--- src/rtl/branch_predictor.sv ---
// Bimodal BHT of 2-bit saturating counters with registered take_flag and mispredict counter.
// Define FCPU_BP_GHR_EN to XOR a global history register into the index (gshare).
module branch_predictor #(
  parameter int unsigned BHT_INDEX_W = 6,
  parameter int unsigned HIST_W      = 6,
  parameter int unsigned CRAM_ADDR_W = 16
) (
  input  logic                   clk,
  input  logic                   nrst,
  input  logic                   ce,
  input  logic [CRAM_ADDR_W-1:0] i_lookup_pc,
  input  logic                   i_lookup_valid,
  output logic                   take_flag,
  input  logic                   i_resolve_valid,
  input  logic [CRAM_ADDR_W-1:0] i_resolve_pc,
  input  logic                   i_resolve_taken,
  input  logic                   i_resolve_mispredict,
  output logic [31:0]            o_mispredict_count
);

  localparam int unsigned Entries = 2 ** BHT_INDEX_W;

  logic [1:0]             bht_q [Entries];
  logic [BHT_INDEX_W-1:0] lookup_idx;
  logic [BHT_INDEX_W-1:0] resolve_idx;
  logic [1:0]             resolve_cnt;
  logic [1:0]             resolve_cnt_next;
  logic [1:0]             lookup_cnt;
  logic                   take_q;
  logic                   take_d;
  logic [31:0]            mispredict_count_q;
  logic                   unused_pc;

  // Word-aligned PCs: bits [1:0] and bits above the index never select an entry.
  assign unused_pc = ^{i_lookup_pc, i_resolve_pc};

`ifdef FCPU_BP_GHR_EN
  logic [HIST_W-1:0]      ghr_q;
  logic [HIST_W-1:0]      ghr_d;
  logic [BHT_INDEX_W-1:0] ghr_ext;

  assign ghr_ext     = BHT_INDEX_W'(ghr_q);
  assign lookup_idx  = i_lookup_pc[2 +: BHT_INDEX_W] ^ ghr_ext;
  assign resolve_idx = i_resolve_pc[2 +: BHT_INDEX_W] ^ ghr_ext;

  always_comb begin
    ghr_d = ghr_q;
    if (i_resolve_valid) begin
      ghr_d = HIST_W'({ghr_q, i_resolve_taken});
    end
  end

  always_ff @(posedge clk or negedge nrst) begin
    if (!nrst) begin
      ghr_q <= '0;
    end else begin
      ghr_q <= ghr_d;
    end
  end
`else
  logic [HIST_W-1:0] unused_hist;

  assign unused_hist = '0;
  assign lookup_idx  = i_lookup_pc[2 +: BHT_INDEX_W];
  assign resolve_idx = i_resolve_pc[2 +: BHT_INDEX_W];
`endif

  assign resolve_cnt = bht_q[resolve_idx];

  always_comb begin
    resolve_cnt_next = resolve_cnt;
    if (i_resolve_taken) begin
      if (resolve_cnt != 2'b11) begin
        resolve_cnt_next = resolve_cnt + 2'd1;
      end
    end else begin
      if (resolve_cnt != 2'b00) begin
        resolve_cnt_next = resolve_cnt - 2'd1;
      end
    end
  end

  // Write-first bypass: a same-index lookup sees the counter being written this cycle.
  always_comb begin
    lookup_cnt = bht_q[lookup_idx];
    if (i_resolve_valid && (resolve_idx == lookup_idx)) begin
      lookup_cnt = resolve_cnt_next;
    end
  end

  always_comb begin
    take_d = take_q;
    if (ce) begin
      take_d = i_lookup_valid & lookup_cnt[1];
    end
  end

  always_ff @(posedge clk or negedge nrst) begin
    if (!nrst) begin
      for (int i = 0; i < Entries; i++) begin
        bht_q[i] <= 2'b01;
      end
    end else if (i_resolve_valid) begin
      bht_q[resolve_idx] <= resolve_cnt_next;
    end
  end

  always_ff @(posedge clk or negedge nrst) begin
    if (!nrst) begin
      take_q <= 1'b0;
    end else begin
      take_q <= take_d;
    end
  end

  always_ff @(posedge clk or negedge nrst) begin
    if (!nrst) begin
      mispredict_count_q <= '0;
    end else if (i_resolve_valid && i_resolve_mispredict && (mispredict_count_q != '1)) begin
      mispredict_count_q <= mispredict_count_q + 32'd1;
    end
  end

  assign take_flag          = take_q;
  assign o_mispredict_count = mispredict_count_q;

endmodule

--- config.mk ---
export PLATFORM = sky130hd
export DESIGN_NAME = branch_predictor
export DESIGN_NICKNAME = d
export VERILOG_FILES = /design/src/rtl/branch_predictor.sv
export SDC_FILE = /design/constraint.sdc
export NUM_CORES = 1
export LEC_CHECK = 0
export BUFFER_PORTS_ARGS = -buffer_cell sky130_fd_sc_hd__clkbuf_2
export CELL_PAD_IN_SITES_DETAIL_PLACEMENT = 1
export CELL_PAD_IN_SITES_GLOBAL_PLACEMENT = 1
export CORE_MARGIN = 2
export CORE_UTILIZATION = 44
export DETAILED_ROUTE_END_ITERATION = 12
export PLACE_DENSITY_LB_ADDON = 0.1
export RECOVER_POWER = 50
export SYNTH_ARGS = -nofsm -noshare
export SYNTH_HDL_FRONTEND = slang
export SYNTH_SLANG_ARGS = --single-unit
--- constraint.sdc ---
create_clock -name clk -period 2.15 [get_ports clk]
set_input_delay 0.1075 -clock clk [delete_from_list [all_inputs] [get_ports clk]]
set_output_delay 0.1075 -clock clk [all_outputs]
set_load 0.01 [all_outputs]
Yosys cells after proc, flatten, opt, wreduce, memory -nomap -nowiden:

Index checks and enable logic that the tools add are counted.

* add/sub/neg operators: 3
* reduce and logical (&&, ||, !) cells: 5
* magnitude comparators: 3
* multiplexer cells: 13
* eq/ne operators: 3
* bitwise gates (word level): 3

Operator list (number)
* bitwise mux 128 bit: 1
* adder 32 x 1 -> 32 bit (second input constant): 1
* != test 32 bit (second input constant): 1
* binary-select mux 2 bit (select 6 bit): 2
* two-way mux 2 bit: 9
* >= comparator 7 bit (second input constant): 2
* NOT 6 -> 7 bit: 2
* demux 2 bit (select 6 bit): 1
* less-than comparator 7 x 1 -> 1 bit (second input constant): 1
* == test 6 bit: 1
* logical AND 1 bit: 4
* adder 2 x 1 -> 2 bit (second input constant): 1
* != test 2 bit (second input constant): 1
* nonzero test 2 bit: 1
* subtractor 2 x 1 -> 2 bit (second input constant): 1
* AND 1 bit: 1

* input port bits: 39
* logic and storage cells: 96
* flip-flop bits (word level): 161
* output and inout port bits: 33

Longest topological paths before layout:

Gate-level depths: netlist of the first run.

* word-level depth: 9
* depth in mapped cells: 12
* mapped depth without buffers: 7

Worst setup path after synthesis of the first run:

No wires, ideal clock.

* path kind: input-to-reg
* from: input port i_lookup_pc[3]
* to: register take_q (netlist: take_flag)
* arrival time: 2285 ps
* path buffers: 2
* data required time: 2020 ps
* setup time: 130 ps
* stages: 7
* slack: -264 ps
* cell sequence: clkbuf_1 -> buf_1 -> mux4_2 -> mux4_2 -> mux4_2 -> a41oi_1 -> o31ai_1

* cells in the longest elaborated chain, start to end: 6
* elaborated cells between the ends (all ways): 8
* classes of those cells: 1 x eq/ne; 4 x mux; 2 x bitwise; 1 x reduce/logical

Ends and longest elaborated chain
* start, declared: line 11 `input logic [CRAM_ADDR_W-1:0] i_lookup_pc,`
* NOT 6 -> 7 bit (not written as such): line 85 `lookup_cnt = bht_q[lookup_idx];`
* binary-select mux 2 bit (select 6 bit): line 85
* two-way mux 2 bit (not written as such) (2 in a row): line 85
* two-way mux 2 bit (*): line 86 `if (i_resolve_valid && (resolve_idx == lookup_idx)) begin`
* AND 1 bit (*): line 94 `take_d = i_lookup_valid & lookup_cnt[1];`
* end signal, assigned: line 112 `take_q <= take_d;`
* end, declared: line 29 `logic take_q;`

Mark *: on every way between the ends. The rest lies on a longest branch, timed or not. The select of a mux whose other input is x is not followed.
A chain may end at the register's enable or synchronous reset.

Final worst setup path of the first run:

* from: register bht_q[96] in the netlist's numbering
* to: register bht_q[127] in the netlist's numbering

* cells in the longest elaborated chain, start to end: 7
* elaborated cells between the ends (all ways): 11
* classes of those cells: 2 x add/sub; 1 x eq/ne; 7 x mux; 1 x reduce/logical

Ends and longest elaborated chain
* start, declared: line 23 `logic [1:0] bht_q [Entries];`
* start signal, assigned by index: line 104 `bht_q[resolve_idx] <= resolve_cnt_next;`
* binary-select mux 2 bit (select 6 bit) (*): line 68 `assign resolve_cnt = bht_q[resolve_idx];`
* two-way mux 2 bit (not written as such) (*) (2 in a row): line 68
* subtractor 2 x 1 -> 2 bit, or another cell as far along: line 78 `resolve_cnt_next = resolve_cnt - 2'd1;`
* two-way mux 2 bit (on tied branches): line 77, 73
* two-way mux 2 bit (*): line 72 `if (i_resolve_taken) begin`
* bitwise mux 128 bit (*): line 104

Marked as above.

==> results.toml, run 1 <==
[outcome]
status = "finished, violations left"
violations = "capacitance limit, slew limit, setup timing"

[cells_and_area]
nets = 947
n_fill_cell = 1961
stdcell_count = 1154
fin_area_sq_um = 10900
synthToLayoutAreaGrowth_pct = 30.1
antenna_cells = 0
drive_above_1_share = 0.495
postLayoutCoreUtil = 0.585

[min_path]
hold_class = "input port to flip-flop"
min-delay-start = "i_resolve_mispredict"

[sta]
rsz0062_at_grt = "yes"
drv_slew = 62
fmax_mhz = 392
hold_viol = 0
slew_headroom = -0.116
period_needed_ns = 2.55
fin_crit_sh = 1.19
hold_ws_ns = 0.0639
setup_violations = 129
worst_slew_pin_slew_ns = 1.67
finalSetupTns_ns = -45.67
setup_slack_ns = -0.404
finClkSkew_ns = 0.00654

[yosys]
synth_common_cells = "dfrtp_1 (97), nand2_1 (87), nor2_1 (76)"
synth_edf_count = 0
yosysUniqueCellTypes = 53
synth.most_common_cell = "dfrtp_1"
ys_ff_latch = 161
synth_top_cell_area_share = 0.288
postSynthAreaPerCell_sq_um = 11.5
netlist_area_sq_um = 8410
yosysWarnings = 0
ys_top_cells_by_area = "dfrtp_1 (29%), dfstp_2 (20%), mux4_2 (11%), mux2_2 (9.0%), nand2_1 (3.9%)"
async_flop_share = 1.00
syn_nets = 772
synth_top_area_cell = "dfrtp_1"
synthFlopType = "dfrtp_1"
ys_seq_area_frac = 0.488
syn-instance-count = 732

[critical_path]
worstPathRequired_ns = 2.46
crit_start = "bht_q[96]$_DFFE_PN1P_"
cp-start-kind = "flip-flop"
reg2reg_setup_slack_ns = -0.40
cp_data_arrival_time_ns = 2.86
cp_max_fo = 17
r2r_start = "bht_q[96]$_DFFE_PN1P_"
end_kind = "flip-flop"
critPathKind = "flip-flop to flip-flop"

[grt]
grt_pass1_vias = 7340
grt_max_degree = 62
grt_usage = 0.279
grt_overflow = 0
grt_pass1_wl_microns = 42200
antenna_found_initial = 0

[detailed_routing]
ant_nets = 0
vias = 6798
dr.pass1.iters = 5
vias_per_cell = 5.89
wl_per_cell_microns = 23.8
route.detailed.drc = 0
drt_iter0_drc = 406
totalWireLength_microns = 27500

[placed_design]
io_buffers = 51
placed_area_sq_um = 9880
dp_hpwl_microns = 19100
dp.cells = 1107
gp_congestion = 0.923

[floorplanning]
fp.coreArea_sq_um = 18700
die_h_microns = 142
start_util = 0.450
dieArea_sq_um = 20200
fp.dieW_microns = 142
num_rows = 50
io_pins = 72

[power]
p_per_area_nw_per_um2 = 843
irDropWorstVdd_mv = 0.620
leakagePower_nw = 4.77

[clock_network]
insertion_delay_ns = 0.44
clockBufferDepth = 2
htreeDepth = 4
cts_buffers = 17
cts_root_buffer = "clkbuf_16"
cts_tree = "built"
clk_pin_slew_worst_paths_ns = 0.06
cts_sinks = 161

[job]
max-cap-violations = 1
## critical path, cell delays in order (launching register included)
cell     delay, ns
dfstp_2       0.37
mux4_2        0.46
mux2i_1       0.18
buf_4         0.16
o22ai_4       0.06
a221o_1       0.33
nor3_4        0.18
maj3_2        0.32
buf_4         0.15
buf_12        0.13
o21ai_1       0.08
## what timing repair did
item | 4_1_cts | 5_1_grt
cloned | 1 | 4
setup endpoints to repair | 144 | 143
setup buffers | 4 | 2
hold buffers | 4 | 0
pin swaps | 1 | 14
gates resized for setup | 20 | 54
endpoints found under the hold margin | 34 | 0
## where the power goes
group	internal (mW)	switching [mW]	leakage (nW)
Combinational	1.15	1.05	2.53
Clock	1.76	1.34	0.292
Sequential	3.61	0.309	1.95
## registers in the layout, summed over array words and instances, names as in the netlist
signal and count:
bht_q 128, take_flag 1, o_mispredict_count 32
## area by class of cell
cell class                      instances  area [sq um]  area share
Multi-Input combinational cell        519          4300       0.393
Sequential cell                       161          4110       0.376
Timing Repair Buffer                  201          1630       0.149
Clock buffer                           18           439      0.0401
Tap cell                              234           293      0.0268
Clock inverter                         14           153      0.0139
Inverter                                7          26.3     0.00240
## metal layers
metal  wire, microns  GRT usage  vias to the layer above  share of wire
li1                -          -                     3007              -
met1           11500      0.349                     3530           0.42
met2           14000      0.485                      194           0.51
met3            1110     0.0397                       67          0.040
met4             900      0.116                        0          0.033
met5               0          0                        -              0
## cells by family (layout without fill, tap and decap cells)
group,after synthesis,in the layout,synth area share
AND/OR/NAND/NOR,255,255,0.144
buffers and inverters,52,240,0.0358
XOR/XNOR,36,36,0.0375
flip-flops,161,161,0.488
AO/OA/AOI/OAI,102,102,0.0714
adder cells (fa/ha/maj),3,3,0.00416
multiplexers,123,123,0.219
## worst paths after layout
check | endpoint | depth (start not counted)
worst max-delay path | bht_q[127]$_DFFE_PN0P_ | 10
worst min-delay path | o_mispredict_count[2]$_DFFE_PN0P_ | 3
worst max register to register | bht_q[127]$_DFFE_PN0P_ | 10
worst min register to register | o_mispredict_count[31]$_DFFE_PN0P_ | 1
max in group asynchronous | bht_q[124]$_DFFE_PN1P_ | 3
min in group asynchronous | o_mispredict_count[5]$_DFFE_PN0P_ | 2
## cells in the final DEF, fill, tap and decap left out, drive strengths merged, types with 5 or more instances in the layout
cell | Yosys | layout
a21oi | 37 | 37
and3 | 14 | 14
and4 | 11 | 11
buf | 33 | 141
clkbuf | 12 | 74
clkinv | 0 | 6
dfrtp | 97 | 97
dfstp | 64 | 64
inv | 7 | 12
mux2 | 68 | 68
mux2i | 13 | 13
mux4 | 42 | 42
nand2 | 87 | 87
nand3 | 17 | 17
nand4 | 16 | 16
nor2 | 76 | 76
nor2b | 6 | 6
nor3 | 7 | 7
o21ai | 36 | 36
o22ai | 5 | 5
xnor2 | 25 | 25
xor2 | 11 | 11
## stage by stage
step	setup WS [ns]	power [mW]
6_report	-0.404	9.23
3_3_place_gp	-0.512	5.72
4_1_cts	-0.402	9.07
2_1_floorplan	-0.0784	4.98
3_5_place_dp	-0.525	5.84
5_1_grt	-0.495	9.61
Note: power is estimated with default switching activity, not from simulation.
==> run 2: changes to the inputs <==
==> constraint.sdc (replaced) <==
create_clock -name clk -period 2.15 [get_ports clk]
set_input_delay 0 -clock clk [delete_from_list [all_inputs] [get_ports clk]]
set_output_delay 0 -clock clk [all_outputs]
set_load 0.01 [all_outputs]
==> run 2 against run 1 <==
Against the previous run: the run ends with setup timing left; combinational power decreased by 9%; sequential power about the same; global-route usage decreased by 1.7 points; largest cell class unchanged.
==> results.toml, run 2 (synthesis gave the netlist of run 1 again) <==
[outcome]
status = "finished, violations left"
violations = "setup timing"

[sta]
rsz0062_at_grt = "yes"
period_needed_ns = 2.45
hold_ws_ns = 0.0841
worst_slew_pin_slew_ns = 1.41
setup_violations = 129
finalSetupTns_ns = -33.32
fmax_mhz = 409
drv_slew = 0
setup_slack_ns = -0.295
slew_headroom = 0.0611
fin_crit_sh = 1.14
finClkSkew_ns = 0.00907
hold_viol = 0

[floorplanning]
fp.coreArea_sq_um = 18700
fp.dieW_microns = 142
io_pins = 72
num_rows = 50
dieArea_sq_um = 20200
start_util = 0.450
die_h_microns = 142

[cells_and_area]
drive_above_1_share = 0.476
regMostFlops = "bht_q"
nets = 915
postLayoutCoreUtil = 0.573
final_common_cell = "dfrtp_1"
antenna_cells = 0
layout_common_cells = "dfrtp_1 (97), buf_4 (92), nand2_1 (87)"
synthToLayoutAreaGrowth_pct = 27.3
largest_register_ffs = 128

[placed_design]
place_ws_ns = -0.421
dp_hpwl_microns = 18200
gp_congestion = 0.870
io_buffers = 51

[grt]
grt_usage = 0.262
grt_overflow = 0
grt_max_degree = 61
antenna_found_initial = 0
grt_pass1_vias = 7166
grt_pass1_wl_microns = 40200

[power]
leakagePower_nw = 4.60
total_power_mw = 8.96
irDropWorstVdd_mv = 0.606
p_per_area_nw_per_um2 = 836

[clock_network]
cts_root_buffer = "clkbuf_16"
cts_buffers = 17
htreeDepth = 4
cts_tree = "built"
insertion_delay_ns = 0.44
clockBufferDepth = 2
clk_pin_slew_worst_paths_ns = 0.07
cts_sinks = 161

[detailed_routing]
dr.pass1.iters = 5
totalWireLength_microns = 25600
drt_iter0_drc = 322
ant_nets = 0
wl_per_cell_microns = 22.8
vias_per_cell = 5.91
route.detailed.drc = 0
vias = 6629

[critical_path]
end_kind = "flip-flop"
cp_data_arrival_time_ns = 2.80
worstPathRequired_ns = 2.51
critPathKind = "flip-flop to flip-flop"
cp-start-kind = "flip-flop"
cp_max_fo = 32

[min_path]
hold_class = "input port to flip-flop"

[job]
max-cap-violations = 0
[run 2: area by class of cell]
type | count | area [sq um]
clock buffer | 22 | 484
clock inverter | 10 | 98.8
fill | 1967 | 7990
inverter | 7 | 26.3
multi-input combinational | 519 | 4310
sequential | 161 | 4110
tap | 234 | 293
timing repair buffer | 169 | 1390
[run 2: report_power, final]
| group | internal [mW] | total (mW) | switching, mW |
|---|---|---|---|
| logic | 1.04 | 2.02 | 0.987 |
| registers | 3.61 | 3.91 | 0.302 |
| clock network | 1.73 | 3.02 | 1.29 |
| total | 6.38 | 8.96 | 2.58 |
[run 2: timing repair]
action	4_1_cts	5_1_grt
hold endpoints to repair	62	0
endpoints found under the setup margin	138	134
gates resized for setup	31	50
pin swaps	4	23
gates cloned	1	2
hold buffers	5	0
buffers inserted	3	2
[run 2: worst paths after layout]
check / startpoint / to / slack, ns / cells after the start
setup / recovery: bht_q[119]$_DFFE_PN0P_ / bht_q[66]$_DFFE_PN1P_ / -0.30 / 8
hold / removal: i_resolve_valid / o_mispredict_count[0]$_DFFE_PN0P_ / 0.08 / 3
setup reg to reg: bht_q[119]$_DFFE_PN0P_ / bht_q[66]$_DFFE_PN1P_ / -0.30 / 8
hold reg to reg: o_mispredict_count[15]$_DFFE_PN0P_ / o_mispredict_count[15]$_DFFE_PN0P_ / 0.51 / 1
max in group asynchronous: nrst / bht_q[107]$_DFFE_PN0P_ / 0.25 / 3
min in group asynchronous: nrst / o_mispredict_count[6]$_DFFE_PN0P_ / 0.43 / 2
[run 2: stage by stage]
stage / area [sq um] / cells
2_1_floorplan: 8470 / 732
3_3_place_gp: 9700 / 1077
4_1_cts: 10500 / 1118
5_1_grt: 10700 / 1122
6_report: 10700 / 1122
3_5_place_dp: 9700 / 1077
[run 2: per-layer routing]
metal	wire length [microns]	GRT usage	up-vias	part of all wire
met3	993	0.0437	48	0.039
met1	11100	0.347	3469	0.43
met4	586	0.0900	0	0.023
met2	12900	0.439	168	0.51
li1	-	-	2944	-
met5	0	0	-	0
[run 2: critical path, cell delays in order (launching register included)]
cell	delay [ns]
dfrtp_1	0.41
mux4_2	0.46
mux2i_1	0.17
nor2_1	0.08
a211oi_2	0.24
nand4_1	0.13
maj3_2	0.39
buf_12	0.18
mux2_4	0.28
==> run 3: changes to the inputs <==
Clock period 2.15 ns to 2.2 ns, I/O delays scaled along.
==> run 3 against run 2 <==
Against the previous run: the flow still finishes with violations (setup timing); flip-flop and latch count unchanged; count of clock-buffer cells in the layout decreased by 1; combinational power about the same; utilization decreased by 0.087 points.
==> results.toml, run 3 (synthesis gave the netlist of run 1 again) <==
[outcome]
status = "finished, violations left"
violations = "setup timing"

[grt]
grt_pass1_vias = 7226
grt_usage = 0.271
grt_max_degree = 55
grt_overflow = 0
grt_pass1_wl_microns = 41200
antenna_found_initial = 0

[detailed_routing]
vias_per_cell = 5.90
drt_iter0_drc = 375
totalWireLength_microns = 26500
ant_nets = 0
wl_per_cell_microns = 23.5
route.detailed.drc = 0
vias = 6650
dr.pass1.iters = 7

[min_path]
worstHoldPathCells = 3
hold_class = "input port to flip-flop"

[critical_path]
worstPathRequired_ns = 2.56
end_kind = "flip-flop"
cp-start-kind = "flip-flop"
cp_max_fo = 32
slowest_stage = "mux4_2"
crit_buf_inv = 1
r2r_cells = 8
slowest_delay_ns = 0.49
path_depth = 8
crit_path_cell_trace = "mux4_2 > mux2i_1 > nor2_1 > a211oi_2 > nand4_1 > maj3_2 > buf_12 > mux2_2"
crit_family = "multiplexers"
critPathKind = "flip-flop to flip-flop"
cp_data_arrival_time_ns = 2.81

[sta]
fmax_mhz = 407
setup_violations = 129
drv_slew = 0
worst_slew_pin_slew_ns = 1.38
finClkSkew_ns = 0.00912
rsz0062_at_grt = "yes"
hold_ws_ns = 0.0813
period_needed_ns = 2.45
slew_headroom = 0.0792
finalSetupTns_ns = -28.23
setup_slack_ns = -0.254
hold_viol = 0
fin_crit_sh = 1.12

[cells_and_area]
nets = 920
stdcell_count = 1127
synthToLayoutAreaGrowth_pct = 27.1
antenna_cells = 0
layout_common_cells = "buf_4 (98), dfrtp_1 (97), nand2_1 (87)"
largest_register_ffs = 128
n_fill_cell = 1975
final_common_cell = "buf_4"
regMostFlops = "bht_q"
drive_above_1_share = 0.467

[placed_design]
place_ws_ns = -0.396
io_buffers = 51
dp_hpwl_microns = 18700
dp.cells = 1083
gp_congestion = 0.893

[floorplanning]
fp.dieW_microns = 142
io_pins = 72
num_rows = 50
start_util = 0.450
die_h_microns = 142
fp.coreArea_sq_um = 18700
dieArea_sq_um = 20200

[clock_network]
cts_root_buffer = "clkbuf_16"
htreeDepth = 4
insertion_delay_ns = 0.44
cts_sinks = 161
clockBufferDepth = 2
clk_pin_slew_worst_paths_ns = 0.06
cts_tree = "built"
cts_buffers = 17

[job]
max-cap-violations = 0

[power]
p_per_area_nw_per_um2 = 829
irDropWorstVdd_mv = 0.617
leakagePower_nw = 4.60
total_power_mw = 8.86
## run 3: cell types whose count changed in the layout (fill, tap and decap cells not counted), sizes merged
cell	before	now
buf	110	113
bufinv	1	2
clkbuf	76	77
clkinv	5	3
clkinvlp	2	4
## run 3: tightest hold or removal path, cell delays in order
cell and delay [ns]:
clkbuf_2 0.23, a31oi_1 0.19, a21oi_1 0.05
## run 3: repair_timing
action	in CTS	in global routing
pin swaps	4	13
hold buffers	5	0
resized for setup	26	45
gates cloned	1	3
hold endpoints to repair	77	0
endpoints found under the setup margin	149	134
buffers inserted	3	2
## run 3: path summary, 6_finish.rpt
kind,from,to,slack [ns]
hold / removal,i_resolve_valid,o_mispredict_count[2]$_DFFE_PN0P_,0.08
max in group asynchronous,nrst,bht_q[3]$_DFFE_PN0P_,0.22
min in group asynchronous,nrst,o_mispredict_count[6]$_DFFE_PN0P_,0.42
setup reg to reg,bht_q[65]$_DFFE_PN0P_,bht_q[120]$_DFFE_PN1P_,-0.25
setup / recovery,bht_q[65]$_DFFE_PN0P_,bht_q[120]$_DFFE_PN1P_,-0.25
hold reg to reg,o_mispredict_count[31]$_DFFE_PN0P_,o_mispredict_count[31]$_DFFE_PN0P_,0.49
## run 3: final cells by class
cell class	instances	area, sq um	area share
multi-input combinational	519	4260	0.398
tap	234	293	0.0274
inverter	7	26.3	0.00246
timing repair buffer	174	1420	0.132
clock inverter	11	130	0.0122
sequential	161	4110	0.384
clock buffer	21	460	0.0431
## run 3: where the power goes
part | internal, mW | total, mW | switching, mW | leakage, nW
combinational | 1.03 | 2.00 | 0.977 | 2.37
clock | 1.74 | 3.03 | 1.29 | 0.276
sequential | 3.53 | 3.83 | 0.302 | 1.95
total | 6.30 | 8.86 | 2.57 | 4.60
## run 3: per-stage QoR
step | util | instance area, sq um
2_1_floorplan | - | 8450
3_3_place_gp | 0.518 | 9700
3_5_place_dp | 0.518 | 9700
4_1_cts | 0.560 | 10500
5_1_grt | 0.572 | 10700
6_report | 0.572 | 10700
## run 3: per-layer routing
| layer | GRT usage | vias up | part of all wire |
|---|---|---|---|
| met1 | 0.348 | 3438 | 0.42 |
| met2 | 0.460 | 210 | 0.51 |
| met5 | 0 | - | 0 |
| met3 | 0.0542 | 49 | 0.051 |
| met4 | 0.0916 | 0 | 0.022 |
| li1 | - | 2953 | - |
